==> src/rtl/led_pkg.sv <==
// Shared types for the LED breathing stage: envelope FSM state encoding.
package led_pkg;

    typedef enum logic [2:0] {
        IDLE    = 3'd0,
        RISE    = 3'd1,
        HOLD_HI = 3'd2,
        FALL    = 3'd3,
        HOLD_LO = 3'd4
    } breath_state_t;

endpackage

==> src/rtl/led_tick_gen.sv <==
// Free-running prescaler: tick is high in the terminal-count cycle of every
// PRESCALE_CNT-cycle window. PRESCALE_CNT of 0 behaves like 1 (tick every cycle).
module led_tick_gen
    import led_pkg::*;
#(
    parameter logic [31:0] PRESCALE_CNT = 32'd100
) (
    input  logic sys_clk,
    input  logic reset,
    input  logic clear,
    output logic tick
);

    localparam logic [31:0] TERM  = (PRESCALE_CNT == 32'd0) ? 32'd0 : PRESCALE_CNT - 32'd1;
    localparam int          CNT_W = (TERM == 32'd0) ? 1 : $clog2(33'(TERM) + 33'd1);
    localparam logic [CNT_W-1:0] TERM_C  = CNT_W'(TERM);
    localparam logic [CNT_W-1:0] CNT_ONE = CNT_W'(1);

    logic [CNT_W-1:0] cnt;

    assign tick = (cnt == TERM_C);

    always_ff @(posedge sys_clk) begin
        if (reset || clear) begin
            cnt <= '0;
        end else if (tick) begin
            cnt <= '0;
        end else begin
            cnt <= cnt + CNT_ONE;
        end
    end

endmodule

==> src/rtl/led_breath_pwm.sv <==
// Breathing PWM stage: gates the incoming LED pattern with a shared PWM whose
// duty ramps 0 -> max, dwells, ramps back to 0, dwells, and repeats.
module led_breath_pwm
    import led_pkg::*;
#(
    parameter logic [31:0] PRESCALE_CNT = 32'd100,
    parameter int          PWM_BITS     = 8,
    parameter int          HOLD_PERIODS = 16,
    parameter int          NUM_LED      = 4
) (
    input  logic                sys_clk,
    input  logic                reset,
    input  logic                enable,
    input  logic [NUM_LED-1:0]  led_in,
    output logic [NUM_LED-1:0]  led_out,
    output logic [PWM_BITS-1:0] duty,
    output logic                period_tick
);

    localparam logic [PWM_BITS-1:0] PWM_MAX  = '1;
    localparam logic [PWM_BITS-1:0] PWM_ONE  = PWM_BITS'(1);
    localparam int                  STEP_W   = (HOLD_PERIODS > 1) ? $clog2(HOLD_PERIODS) : 1;
    localparam logic [STEP_W-1:0]   STEP_LAST = (HOLD_PERIODS > 1) ? STEP_W'(HOLD_PERIODS - 1) : '0;
    localparam logic [STEP_W-1:0]   STEP_ONE  = STEP_W'(1);

    function automatic logic [PWM_BITS-1:0] duty_inc_sat(input logic [PWM_BITS-1:0] d);
        return (d == PWM_MAX) ? d : d + PWM_ONE;
    endfunction

    function automatic logic [PWM_BITS-1:0] duty_dec_sat(input logic [PWM_BITS-1:0] d);
        return (d == '0) ? d : d - PWM_ONE;
    endfunction

    breath_state_t       state;
    breath_state_t       state_nx;
    logic [PWM_BITS-1:0] duty_nx;
    logic [PWM_BITS-1:0] pwm_cnt;
    logic [STEP_W-1:0]   step_cnt;
    logic                pwm_step;
    logic                step_evt;
    logic                clear;
    logic                bypass;
    logic                pwm_on;

    // Timebase is held at phase 0 whenever breathing is not running, so every
    // envelope starts from a clean period boundary.
    assign clear  = (state == IDLE) || !enable;
    assign bypass = clear;

    led_tick_gen #(
        .PRESCALE_CNT(PRESCALE_CNT)
    ) u_tick_gen (
        .sys_clk (sys_clk),
        .reset   (reset),
        .clear   (clear),
        .tick    (pwm_step)
    );

    assign step_evt = period_tick && (step_cnt == STEP_LAST);
    assign pwm_on   = (pwm_cnt < duty);

    always_comb begin
        state_nx = state;
        duty_nx  = duty;
        if (!enable) begin
            state_nx = IDLE;
            duty_nx  = '0;
        end else begin
            case (state)
                IDLE: begin
                    state_nx = RISE;
                    duty_nx  = '0;
                end
                RISE: begin
                    if (step_evt) begin
                        duty_nx = duty_inc_sat(duty);
                        if (duty_nx == PWM_MAX) state_nx = HOLD_HI;
                    end
                end
                HOLD_HI: begin
                    if (step_evt) state_nx = FALL;
                end
                FALL: begin
                    if (step_evt) begin
                        duty_nx = duty_dec_sat(duty);
                        if (duty_nx == '0) state_nx = HOLD_LO;
                    end
                end
                HOLD_LO: begin
                    if (step_evt) state_nx = RISE;
                end
                default: begin
                    state_nx = IDLE;
                    duty_nx  = '0;
                end
            endcase
        end
    end

    // Timebase: PWM counter, end-of-period pulse and duty-step counter
    always_ff @(posedge sys_clk) begin
        if (reset) begin
            pwm_cnt     <= '0;
            period_tick <= 1'b0;
            step_cnt    <= '0;
        end else begin
            if (clear) begin
                pwm_cnt <= '0;
            end else if (pwm_step) begin
                pwm_cnt <= pwm_cnt + PWM_ONE;
            end
            period_tick <= !clear && pwm_step && (pwm_cnt == PWM_MAX);
            if (clear || (state_nx != state)) begin
                step_cnt <= '0;
            end else if (period_tick) begin
                step_cnt <= (step_cnt == STEP_LAST) ? '0 : step_cnt + STEP_ONE;
            end
        end
    end

    // Envelope state and output register
    always_ff @(posedge sys_clk) begin
        if (reset) begin
            state   <= IDLE;
            duty    <= '0;
            led_out <= '0;
        end else begin
            state   <= state_nx;
            duty    <= duty_nx;
            led_out <= bypass ? led_in : (led_in & {NUM_LED{pwm_on}});
        end
    end

endmodule

==> config.mk <==
export PLATFORM = sky130hd
export DESIGN_NAME = led_breath_pwm
export DESIGN_NICKNAME = d
export VERILOG_FILES = /design/src/rtl/led_pkg.sv /design/src/rtl/led_tick_gen.sv /design/src/rtl/led_breath_pwm.sv
export SDC_FILE = /design/constraint.sdc
export NUM_CORES = 1
export LEC_CHECK = 0
export ABC_AREA = 1
export BUFFER_PORTS_ARGS = -buffer_cell sky130_fd_sc_hd__buf_2
export CORE_ASPECT_RATIO = 1.4
export CORE_MARGIN = 8
export CORE_UTILIZATION = 30
export DETAILED_ROUTE_END_ITERATION = 7
export HOLD_SLACK_MARGIN = 0.15
export PLACE_DENSITY_LB_ADDON = 0.25
export SLEW_MARGIN = 10
export SYNTH_ARGS = -nofsm -noshare
export SYNTH_HDL_FRONTEND = slang
export SYNTH_HIERARCHICAL = 1
export SYNTH_SLANG_ARGS = --single-unit
==> constraint.sdc <==
create_clock -name sys_clk -period 2.3 [get_ports sys_clk]
set_input_delay 0.115 -clock sys_clk [delete_from_list [all_inputs] [get_ports sys_clk]]
set_output_delay 0.115 -clock sys_clk [all_outputs]
set_load 0.1 [all_outputs]
==> results of run 1 <==
-- cell type report --
class | count | share of cell area [%]
inverters | 48 | 6.66
flip-flops and latches | 35 | 26.3
multi-input cells | 264 | 52.2
repair buffers | 28 | 7.03
clock inverters | 2 | 0.463
well taps | 100 | 4.63
clock buffers | 6 | 2.68
-- flip-flops by register name, summed over array words and instances, names as in the netlist --
register        cells
duty                8
led_out             4
period_tick         1
pwm_cnt             8
state               3
step_cnt            4
u_tick_gen/cnt      7
-- cells in the final DEF, fill, tap and decap left out, drive strengths merged, types with 2 or more instances in the layout --
cell / synthesis / final
nand2: 92 / 92
nor2: 65 / 65
inv: 48 / 48
dfxtp: 35 / 35
nand3: 29 / 29
buf: 4 / 22
o21ai: 15 / 15
a21oi: 15 / 15
ha: 13 / 13
o211ai: 7 / 7
nand4: 6 / 6
dlygate4sd3: 0 / 6
clkbuf: 0 / 6
nor3: 4 / 4
xor2: 3 / 3
a31oi: 3 / 3
o221ai: 2 / 2
mux2i: 2 / 2
o21bai: 2 / 2
-- through the flow --
step	setup WS (ns)	std cells	utilization [%]	instance area, µm²
floorplan	0.0928	351	-	2320
global placement	0.218	469	33.5	2550
detailed placement	0.164	469	33.5	2550
CTS	0.136	483	35.4	2690
global route	-0.00531	483	35.6	2710
finish	0.249	483	35.6	2710
-- where the power goes --
group | leakage (nW) | total [mW] | switching [mW] | internal (mW)
registers | 0.288 | 0.628 | 0.0118 | 0.616
logic | 0.882 | 0.230 | 0.162 | 0.0677
clock network | 0.0412 | 0.457 | 0.245 | 0.212
total | 1.21 | 1.31 | 0.419 | 0.895
-- cells by family after synthesis --
logic type      count (synthesis)  share of synthesized area [%]
compound gates                 46                           12.3
buf+inv                        52                           9.19
fa+ha+maj                      13                           7.03
xor+xnor                        4                           1.51
flops                          35                           30.3
mux                             3                           1.35
simple gates                  198                           38.3
-- how the worst max path moves through the flow --
stage / start / to / slack [ns] / cells after the start
6_report: duty[0]$_SDFFE_PP0P_ / step_cnt[0]$_SDFFE_PP0P_ / 0.25 / 16
5_1_grt: duty[0]$_SDFFE_PP0P_ / step_cnt[0]$_SDFFE_PP0P_ / -0.005 / 16
4_1_cts: duty[0]$_SDFFE_PP0P_ / step_cnt[0]$_SDFFE_PP0P_ / 0.14 / 16
3_5_place_dp: duty[0]$_SDFFE_PP0P_ / step_cnt[0]$_SDFFE_PP0P_ / 0.16 / 16
3_3_place_gp: duty[0]$_SDFFE_PP0P_ / step_cnt[1]$_SDFFE_PP0P_ / 0.22 / 14
2_1_floorplan: duty[0]$_SDFFE_PP0P_ / step_cnt[3]$_SDFFE_PP0P_ / 0.09 / 16
-- synth_stat cells (all sizes together) (4+ instances only) --
cell type,count,area (µm²)
nor3,4,20.0
o211ai,7,52.6
inv,48,180
ha,13,163
buf,4,32.5
nand2,92,373
a21oi,15,78.8
dfxtp,35,701
nand3,29,155
nand4,6,37.5
nor2,65,288
o21ai,15,75.1
-- routing by layer --
layer  vias to the layer above  global-route usage [%]  share of wire, %
li1                       1196                       -                 -
met1                      1029                    11.9                42
met2                        37                    21.0                52
met3                        15                    2.56               3.2
met4                         0                    6.48               3.3
met5                         -                       0                 0
-- what timing repair did --
action,CTS,global route
setup buffers,0,0
setup endpoints to repair,0,5
hold buffers,6,0
hold endpoints to repair,7,0
gates resized for setup,0,2
==> metrics.txt, run 1 <==
final setup violation count 0; Netlist cell types 33; HP Start u_tick_gen/cnt[0]$_SDFF_PP0_; Nets 402; final worst-path cycle share 89.2%; cells on worst reg2reg path 16; skew final 0.00510 ns; Vias/cell 4.71; footprint of the multi-input gates 1410 µm²; global route overflow 0; Die X 90.2 µm; n_diodes 0; DR WL/cell 12.0 µm; Site Rows 38; Initial DRC Count 127; LEAKAGE 1.21 nW; TritonRoute pass-1 iters 4; Slew Viols, Final 0; Top delay family on crit path simple AND/OR/NAND/NOR gates; reg2reg start duty[0]$_SDFFE_PP0P_; Main synth FF type dfxtp_1; status finished clean; WS Path Type reg2reg; Sequential cell area 712 µm²; Slew headroom 60.4%; r2r setup slk 0.25 ns; sum of negative setup slack 0 ns; WHS 0.487 ns; syn_nets 371; Slowest-stage cell, CP dfxtp_2; slowest stage delay, CP 0.37 ns; crit end category register; register area share after synthesis 30.3%; clock slew at reported path FFs 0.08 ns; Fmax 488 MHz; Die Ht 120 µm; Fin. Hold Viols 0; Core ar. 7610 µm²; Post-synth ARST share 0%; EDFF count, synth 0; CP dominant cell by count nand2_1; CTS root buffer clkbuf_8; Syn. warnings 6; TritonCTS Buffers 5; area grow syn2layout 16.9%; share of cells above drive strength 1 16.7%; Worst setup SP type register; max_cap viols 0; CP cell instances inv_2, ha_4, nand2_2, nor2_4, inv_2, nand3_1, nand2_1, nor2_1, nand2_1, nand2_1, nand3_2, nand2_2, nand2_1, nand2_1, nand2_2, nor2_1; starting density of the core 30.4%; clock sink count 35; end of the worst register-to-register path step_cnt[0]$_SDFFE_PP0P_; # port buffers 19; drt total wl 5820 µm; clk_lat worst skew 0.29 ns; worst slew pin tran 0.592 ns; total power 1.31 mW; gr usage total 11.5%; drt drc 0; io pins 20; CTS tree built; Syn Area/Cell 6.59 µm²; Critical Path AT 2.28 ns; vias in the first global route 2,230; CP bufs+invs 2; largest net degree at the start of global routing 17; CP max FO 8; clock buffer depth 2; CTS H-tree lvls 2; antenna viol nets, final 0; WHS Endpoint u_tick_gen/cnt[0]$_SDFF_PP0_; Req. time, crit path 2.53 ns; Post-DP HPWL 4630 µm; Post-Syn Instances 351; Worst Hold Path Cells 1; initial antenna violation count 0; PwrDens 486 nW/µm²; Worst Hold Class reg2reg; FILL cells 826; final worst path period need 2.05 ns; Die Area 10,800 µm²; via count 2,277; peak supply drop 0.176 mV; Netlist Area Pre-Place 2310 µm²; first-pass GRT wire length 10,200 µm; number of synthesized register bits 35; GPL Wtd Cong 0.917
No activity file was read; power rests on OpenSTA's default activity.
==> run 2: changes to the inputs <==
--- a/config.mk
+++ b/config.mk
@@ -6,7 +6,8 @@
 export NUM_CORES = 1
 export LEC_CHECK = 0
 export ABC_AREA = 1
-export BUFFER_PORTS_ARGS = -buffer_cell sky130_fd_sc_hd__buf_2
+export BUFFER_PORTS_ARGS = -buffer_cell sky130_fd_sc_hd__buf_4
+export CAP_MARGIN = 30
 export CORE_ASPECT_RATIO = 1.4
 export CORE_MARGIN = 8
 export CORE_UTILIZATION = 30
==> run 2 against run 1 <==
Worst hold slack got worse by 0.017 ns; global-route usage barely moved; setup slack better by 0.033 ns; sequential cell count did not move; combinational power up 3%; clock-buffer cell count stayed put; clock power grew 48%; cell count unchanged; largest cell class unchanged; largest power group is now the clock network.
==> metrics.txt, run 2 (synthesis gave the netlist of run 1 again) <==
Slew headroom 61.1% (+0.76 points); Nets 402 (unchanged); Die Area 10,800 µm² (unchanged); Worst setup SP type register; max_cap viols 0 (unchanged); Critical Path AT 2.26 ns (-0.02 ns); sum of negative setup slack 0 ns (unchanged); CP max FO 8 (unchanged); crit end category register; CTS H-tree lvls 2 (unchanged); GPL Wtd Cong 0.902 (-1.7%); total power 1.54 mW (+17%); antenna viol nets, final 0 (unchanged); via count 2,253 (-1.1%); Initial DRC Count 87 (-31%); Slew Viols, Final 0 (unchanged); commonest non-fill, non-tap cell in the layout nand2_1; Die X 90.2 µm (unchanged); Fin. Hold Viols 0 (unchanged); clk_lat worst skew 0.30 ns (about the same); TritonCTS Buffers 5 (unchanged); DP Worst Slack 0.170 ns (+0.00597 ns); drt drc 0 (unchanged); Req. time, crit path 2.54 ns (about the same); commonest non-fill, non-tap cells in the layout nand2_1, nor2_1, inv_1, nand3_1, dfxtp_1; first-pass GRT wire length 10,000 µm (-1.9%); final worst path period need 2.02 ns (-0.0335 ns); TritonRoute pass-1 iters 4 (unchanged); # port buffers 19 (unchanged); Post-DP HPWL 4570 µm (-1.2%); CTS tree built; Core ar. 7610 µm² (unchanged); clock slew at reported path FFs 0.07 ns (about the same); postcts setup bufs 0 (unchanged); WS Path Type reg2reg; drt total wl 5840 µm (+0.45%); CP cell instances inv_2, ha_4, nand2_2, nor2_4, inv_2, nand3_1, nand2_1, nor2_1, nand3_1, nand2_2, a21oi_1, nor2_1, nand2_2, nor2_1; clock sink count 35 (unchanged); Post-Layout Inst Area 2800 µm² (+3.5%); DR WL/cell 12.1 µm (+0.45%); peak supply drop 0.199 mV (+13%); PwrDens 550 nW/µm² (+13%); Slowest-stage cell, CP dfxtp_2; worst slew pin tran 0.581 ns (-0.0113 ns); Fmax 496 MHz (+1.7%); WHS 0.470 ns (-0.0167 ns); slowest stage delay, CP 0.37 ns (about the same); Largest regs duty x8, pwm_cnt x8, u_tick_gen/cnt x7; final setup margin 0.283 ns (+0.0335 ns); largest net degree at the start of global routing 17 (unchanged); CP bufs+invs 2 (unchanged); initial antenna violation count 0 (unchanged); CTS root buffer clkbuf_8; vias in the first global route 2,237 (+0.31%); RSZ-0062 raised after global routing no; share of cells above drive strength 1 16.7% (unchanged); Site Rows 38 (unchanged); skew final 0.00392 ns (-0.00118 ns); clock buffer depth 2 (unchanged); Die Ht 120 µm (unchanged); area grow syn2layout 21.0%; placed cell areas 2590 µm² (+1.9%); final worst-path cycle share 87.7% (-1.5 points); Top delay family on crit path simple AND/OR/NAND/NOR gates; fin util 36.8% (+1.2 points); status finished clean; global route overflow 0 (unchanged); Worst Hold Class reg2reg; LEAKAGE 1.24 nW (+2.5%); n_diodes 0 (unchanged); io pins 20 (unchanged); non-filler cells, final 483 (unchanged); gr usage total 11.5% (+0.022 points); starting density of the core 30.4% (unchanged); Placed Cells 469 (unchanged); Vias/cell 4.66 (-1.1%); final setup violation count 0 (unchanged)
## run 2: cell types whose count changed in the layout (fill, tap and decap cells not counted)
cell	previous run	this run
buf_2	19	0
buf_4	2	21
clkinvlp_4	1	0
bufinv_16	0	2
clkinv_2	1	0
## run 2: path summary, 6_finish.rpt
path                                              startpoint  slack (ns)  cells after the start                           end
worst min register to register  u_tick_gen/cnt[0]$_SDFF_PP0_        0.47                      1  u_tick_gen/cnt[0]$_SDFF_PP0_
worst max register to register          duty[0]$_SDFFE_PP0P_        0.28                     14      step_cnt[2]$_SDFFE_PP0P_
worst max-delay path                    duty[0]$_SDFFE_PP0P_        0.28                     14      step_cnt[2]$_SDFFE_PP0P_
worst min-delay path            u_tick_gen/cnt[0]$_SDFF_PP0_        0.47                      1  u_tick_gen/cnt[0]$_SDFF_PP0_
## run 2: layer usage
| metal | global-route usage, % | wire length [µm] | up-vias |
|---|---|---|---|
| met4 | 9.61 | 310 | 0 |
| met2 | 19.8 | 2950 | 42 |
| met3 | 2.25 | 173 | 22 |
| li1 | - | - | 1190 |
| met5 | 0 | 0 | - |
| met1 | 12.0 | 2410 | 999 |
## run 2: worst reg2reg max path, delay by kind of cell (launching register included)
family,cells,cell delay [ns]
fa+ha+maj,1,0.20
buf+inv,2,0.26
flops,1,0.37
compound gates,1,0.06
simple gates,10,1.10
## run 2: what timing repair did
| action | CTS | global route |
|---|---|---|
| hold buffers | 6 | 0 |
| endpoints found under the setup margin | 0 | 4 |
| endpoints found under the hold margin | 7 | 0 |
| resized for setup | 0 | 2 |
## run 2: where the power goes
group | internal (mW) | total (mW) | switching [mW]
sequential | 0.616 | 0.628 | 0.0122
clock | 0.433 | 0.675 | 0.241
combinational | 0.0753 | 0.238 | 0.162
total | 1.12 | 1.54 | 0.416
## run 2: cell type report
cell class / instances / area [µm²]
Multi-Input combinational cell: 264 / 1410
Inverter: 48 / 180
Tap cell: 100 / 125
Clock buffer: 6 / 72.6
Timing Repair Buffer: 28 / 238
Fill cell: 838 / 4810
Sequential cell: 35 / 712
Clock inverter: 2 / 60.1
==> run 3: changes to the inputs <==
--- a/config.mk
+++ b/config.mk
@@ -17,5 +17,4 @@
 export SLEW_MARGIN = 10
 export SYNTH_ARGS = -nofsm -noshare
 export SYNTH_HDL_FRONTEND = slang
-export SYNTH_HIERARCHICAL = 1
 export SYNTH_SLANG_ARGS = --single-unit
==> run 3 against run 2 <==
Sequential cell count unchanged; area after synthesis fell by 0.49%; synthesized cell count fell by 4.8%; via count decreased by 2.0%; sequential share of layout area increased by 0.63 points; highest routed layer unchanged.
==> metrics.txt, run 3 <==
Main synth FF type dfxtp_1; status finished clean; clock slew at reported path FFs 0.08 ns (about the same); reg2reg start duty[0]$_SDFFE_PP0P_; Fin. Hold Viols 0 (unchanged); # port buffers 19 (unchanged); Netlist cell types 36 (+9.1%); largest net degree at the start of global routing 17 (unchanged); starting density of the core 30.3% (-0.15 points); first-pass GRT wire length 10,200 µm (+1.7%); Core ar. 7610 µm² (unchanged); TritonCTS Buffers 5 (unchanged); number of synthesized register bits 35 (unchanged); Post-Syn Instances 334 (-4.8%); Post-synth ARST share 0% (unchanged); TritonRoute pass-1 iters 4 (unchanged); EDFF count, synth 0 (unchanged); Site Rows 38 (unchanged); WS Path Type reg2reg; Yosys top cell area share 30.4% (+0.15 points); cells on worst reg2reg path 14 (unchanged); clock sink count 35 (unchanged); DR WL/cell 12.6 µm (+4.2%); Vias/cell 4.74 (+1.5%); syn_nets 353 (-4.9%); n_diodes 0 (unchanged); via count 2,207 (-2.0%); Syn Area/Cell 6.89 µm² (+4.6%); CTS H-tree lvls 2 (unchanged); Largest regs duty x8, pwm_cnt x8, u_tick_gen.cnt x7; clk_lat worst skew 0.29 ns (about the same); max_cap viols 0 (unchanged); RSZ-0062 raised after global routing no; CTS root buffer clkbuf_8; synth top area cells dfxtp_1, nand2_1, nor2_1; commonest non-fill, non-tap cells in the layout nand2_1, nor2_1, inv_1, nand3_1, dfxtp_1; antenna viol nets, final 0 (unchanged); CP max FO 8 (unchanged); Worst setup SP type register; Placed Cells 452 (-3.6%); Die X 90.0 µm (-0.20%); skew final 0.00633 ns (+0.00242 ns); non-filler cells, final 466 (-3.5%); Syn. warnings 0 (-6); register area share after synthesis 30.4% (+0.15 points); gr usage total 11.5% (-0.029 points); Initial DRC Count 71 (-18%); crit end category register; Nets 384 (-4.5%); PwrDens 480 nW/µm² (-13%); drt drc 0 (unchanged); Netlist Area Pre-Place 2300 µm² (-0.49%); final setup violation count 0 (unchanged); Slew headroom 67.6% (+6.5 points); postcts setup bufs 0 (unchanged); Slew Viols, Final 0 (unchanged); Die Ht 120 µm (-0.21%); drt total wl 5870 µm (+0.51%); fin util 36.1% (-0.71 points); global route overflow 0 (unchanged); Post-DP HPWL 4630 µm (+1.3%); initial antenna violation count 0 (unchanged); GPL Wtd Cong 0.899 (-0.24%); end of the worst register-to-register path step_cnt[2]$_SDFFE_PP0P_; Critical Path End step_cnt[2]$_SDFFE_PP0P_; worst slew pin tran 0.480 ns (-0.101 ns); area grow syn2layout 19.3%; commonest non-fill, non-tap cell in the layout nand2_1; Critical Path AT 2.25 ns (about the same); CTS tree built; top post-synthesis cells by count nand2_1, nor2_1, inv_1; post-synth top area cell dfxtp_1; final worst path period need 2.03 ns (+0.0131 ns); share of cells above drive strength 1 19.7% (+3.0 points); r2r setup slk 0.27 ns (about the same); LEAKAGE 1.18 nW (-5.0%); final worst-path cycle share 88.3% (+0.57 points); Worst Hold Class reg2reg; Req. time, crit path 2.52 ns (-0.02 ns); Die Area 10,800 µm² (-0.41%); peak supply drop 0.303 mV (+52%); vias in the first global route 2,267 (+1.3%); most common cell in the netlist nand2_1; io pins 20 (unchanged); Fmax 493 MHz (-0.65%); clock buffer depth 2 (unchanged); origin of the worst setup path duty[0]$_SDFFE_PP0P_
[run 3: cell count changes after synthesis, sizes merged, moves of 3 or more]
cell,before,now
inv,48,44
o21ai,15,11
nor2,65,52
xor2,3,8
nor3,4,7
a21oi,15,8
nand4,6,3
o211ai,7,12
[run 3: layout make-up]
cell class | count | area [µm²]
Fill cell | 848 | 4860
Multi-Input combinational cell | 251 | 1430
Sequential cell | 35 | 716
Timing Repair Buffer | 28 | 225
Inverter | 44 | 168
Tap cell | 100 | 125
Clock buffer | 6 | 72.6
Clock inverter | 2 | 12.5
[run 3: metrics by stage]
step | hold WS (ns) | setup slack (ns) | total power [mW] | cell area [µm²] | setup TNS (ns)
after CTS | 0.453 | 0.116 | 1.34 | 2720 | 0
after floorplan | 0.238 | -0.00154 | 0.819 | 2310 | -0.00154
after detailed placement | 0.339 | 0.126 | 0.878 | 2570 | 0
final | 0.447 | 0.270 | 1.32 | 2750 | 0
after global routing | 0.488 | 0.0199 | 1.39 | 2750 | 0
after global placement | 0.335 | 0.172 | 0.877 | 2570 | 0
[run 3: cell families after synthesis]
| group | count (synthesis) | share of synthesized area, % |
|---|---|---|
| simple gates | 190 | 39.8 |
| fa+ha+maj | 12 | 6.52 |
| buf+inv | 48 | 8.53 |
| xor+xnor | 10 | 3.80 |
| flops | 35 | 30.4 |
| compound gates | 38 | 10.5 |
| mux | 1 | 0.435 |
[run 3: report_power, final]
part | total, mW | leakage (nW) | internal [mW] | switching [mW]
registers | 0.629 | 0.288 | 0.615 | 0.0147
clock network | 0.444 | 0.0412 | 0.212 | 0.232
logic | 0.244 | 0.851 | 0.0755 | 0.168
total | 1.32 | 1.18 | 0.902 | 0.415
[run 3: layer usage]
| layer | GRT usage, % | routed length (µm) |
|---|---|---|
| met1 | 11.8 | 2480 |
| met2 | 21.1 | 2930 |
| met3 | 2.50 | 232 |
| met4 | 6.58 | 221 |
| met5 | 0 | 0 |
[run 3: what timing repair did]
item	CTS	global route
resized for setup	0	6
endpoints found under the setup margin	0	4
hold endpoints to repair	7	0
hold buffers	6	0
[run 3: worst min path at each step]
stage	start	to	slack (ns)	cells after the start
2_1_floorplan	led_in[0]	led_out[0]$_SDFF_PP0_	0.24	2
3_3_place_gp	led_in[1]	led_out[1]$_SDFF_PP0_	0.34	3
3_5_place_dp	led_in[2]	led_out[2]$_SDFF_PP0_	0.34	3
4_1_cts	u_tick_gen.cnt[0]$_SDFF_PP0_	u_tick_gen.cnt[0]$_SDFF_PP0_	0.45	1
5_1_grt	u_tick_gen.cnt[0]$_SDFF_PP0_	u_tick_gen.cnt[0]$_SDFF_PP0_	0.49	1
6_report	u_tick_gen.cnt[0]$_SDFF_PP0_	u_tick_gen.cnt[0]$_SDFF_PP0_	0.45	1
[run 3: worst max-delay path, cell delays in order (launching register included)]
cell and delay (ns):
dfxtp_4 0.39, inv_4 0.13, ha_4 0.17, nand2_2 0.08
nor2_4 0.13, nand2_2 0.09, nand2_1 0.11, nand2_1 0.06
nor2_1 0.10, nand2_1 0.08, o21bai_2 0.13, nand3_1 0.10
nand3_1 0.13, nand3_4 0.11, nor3_2 0.16
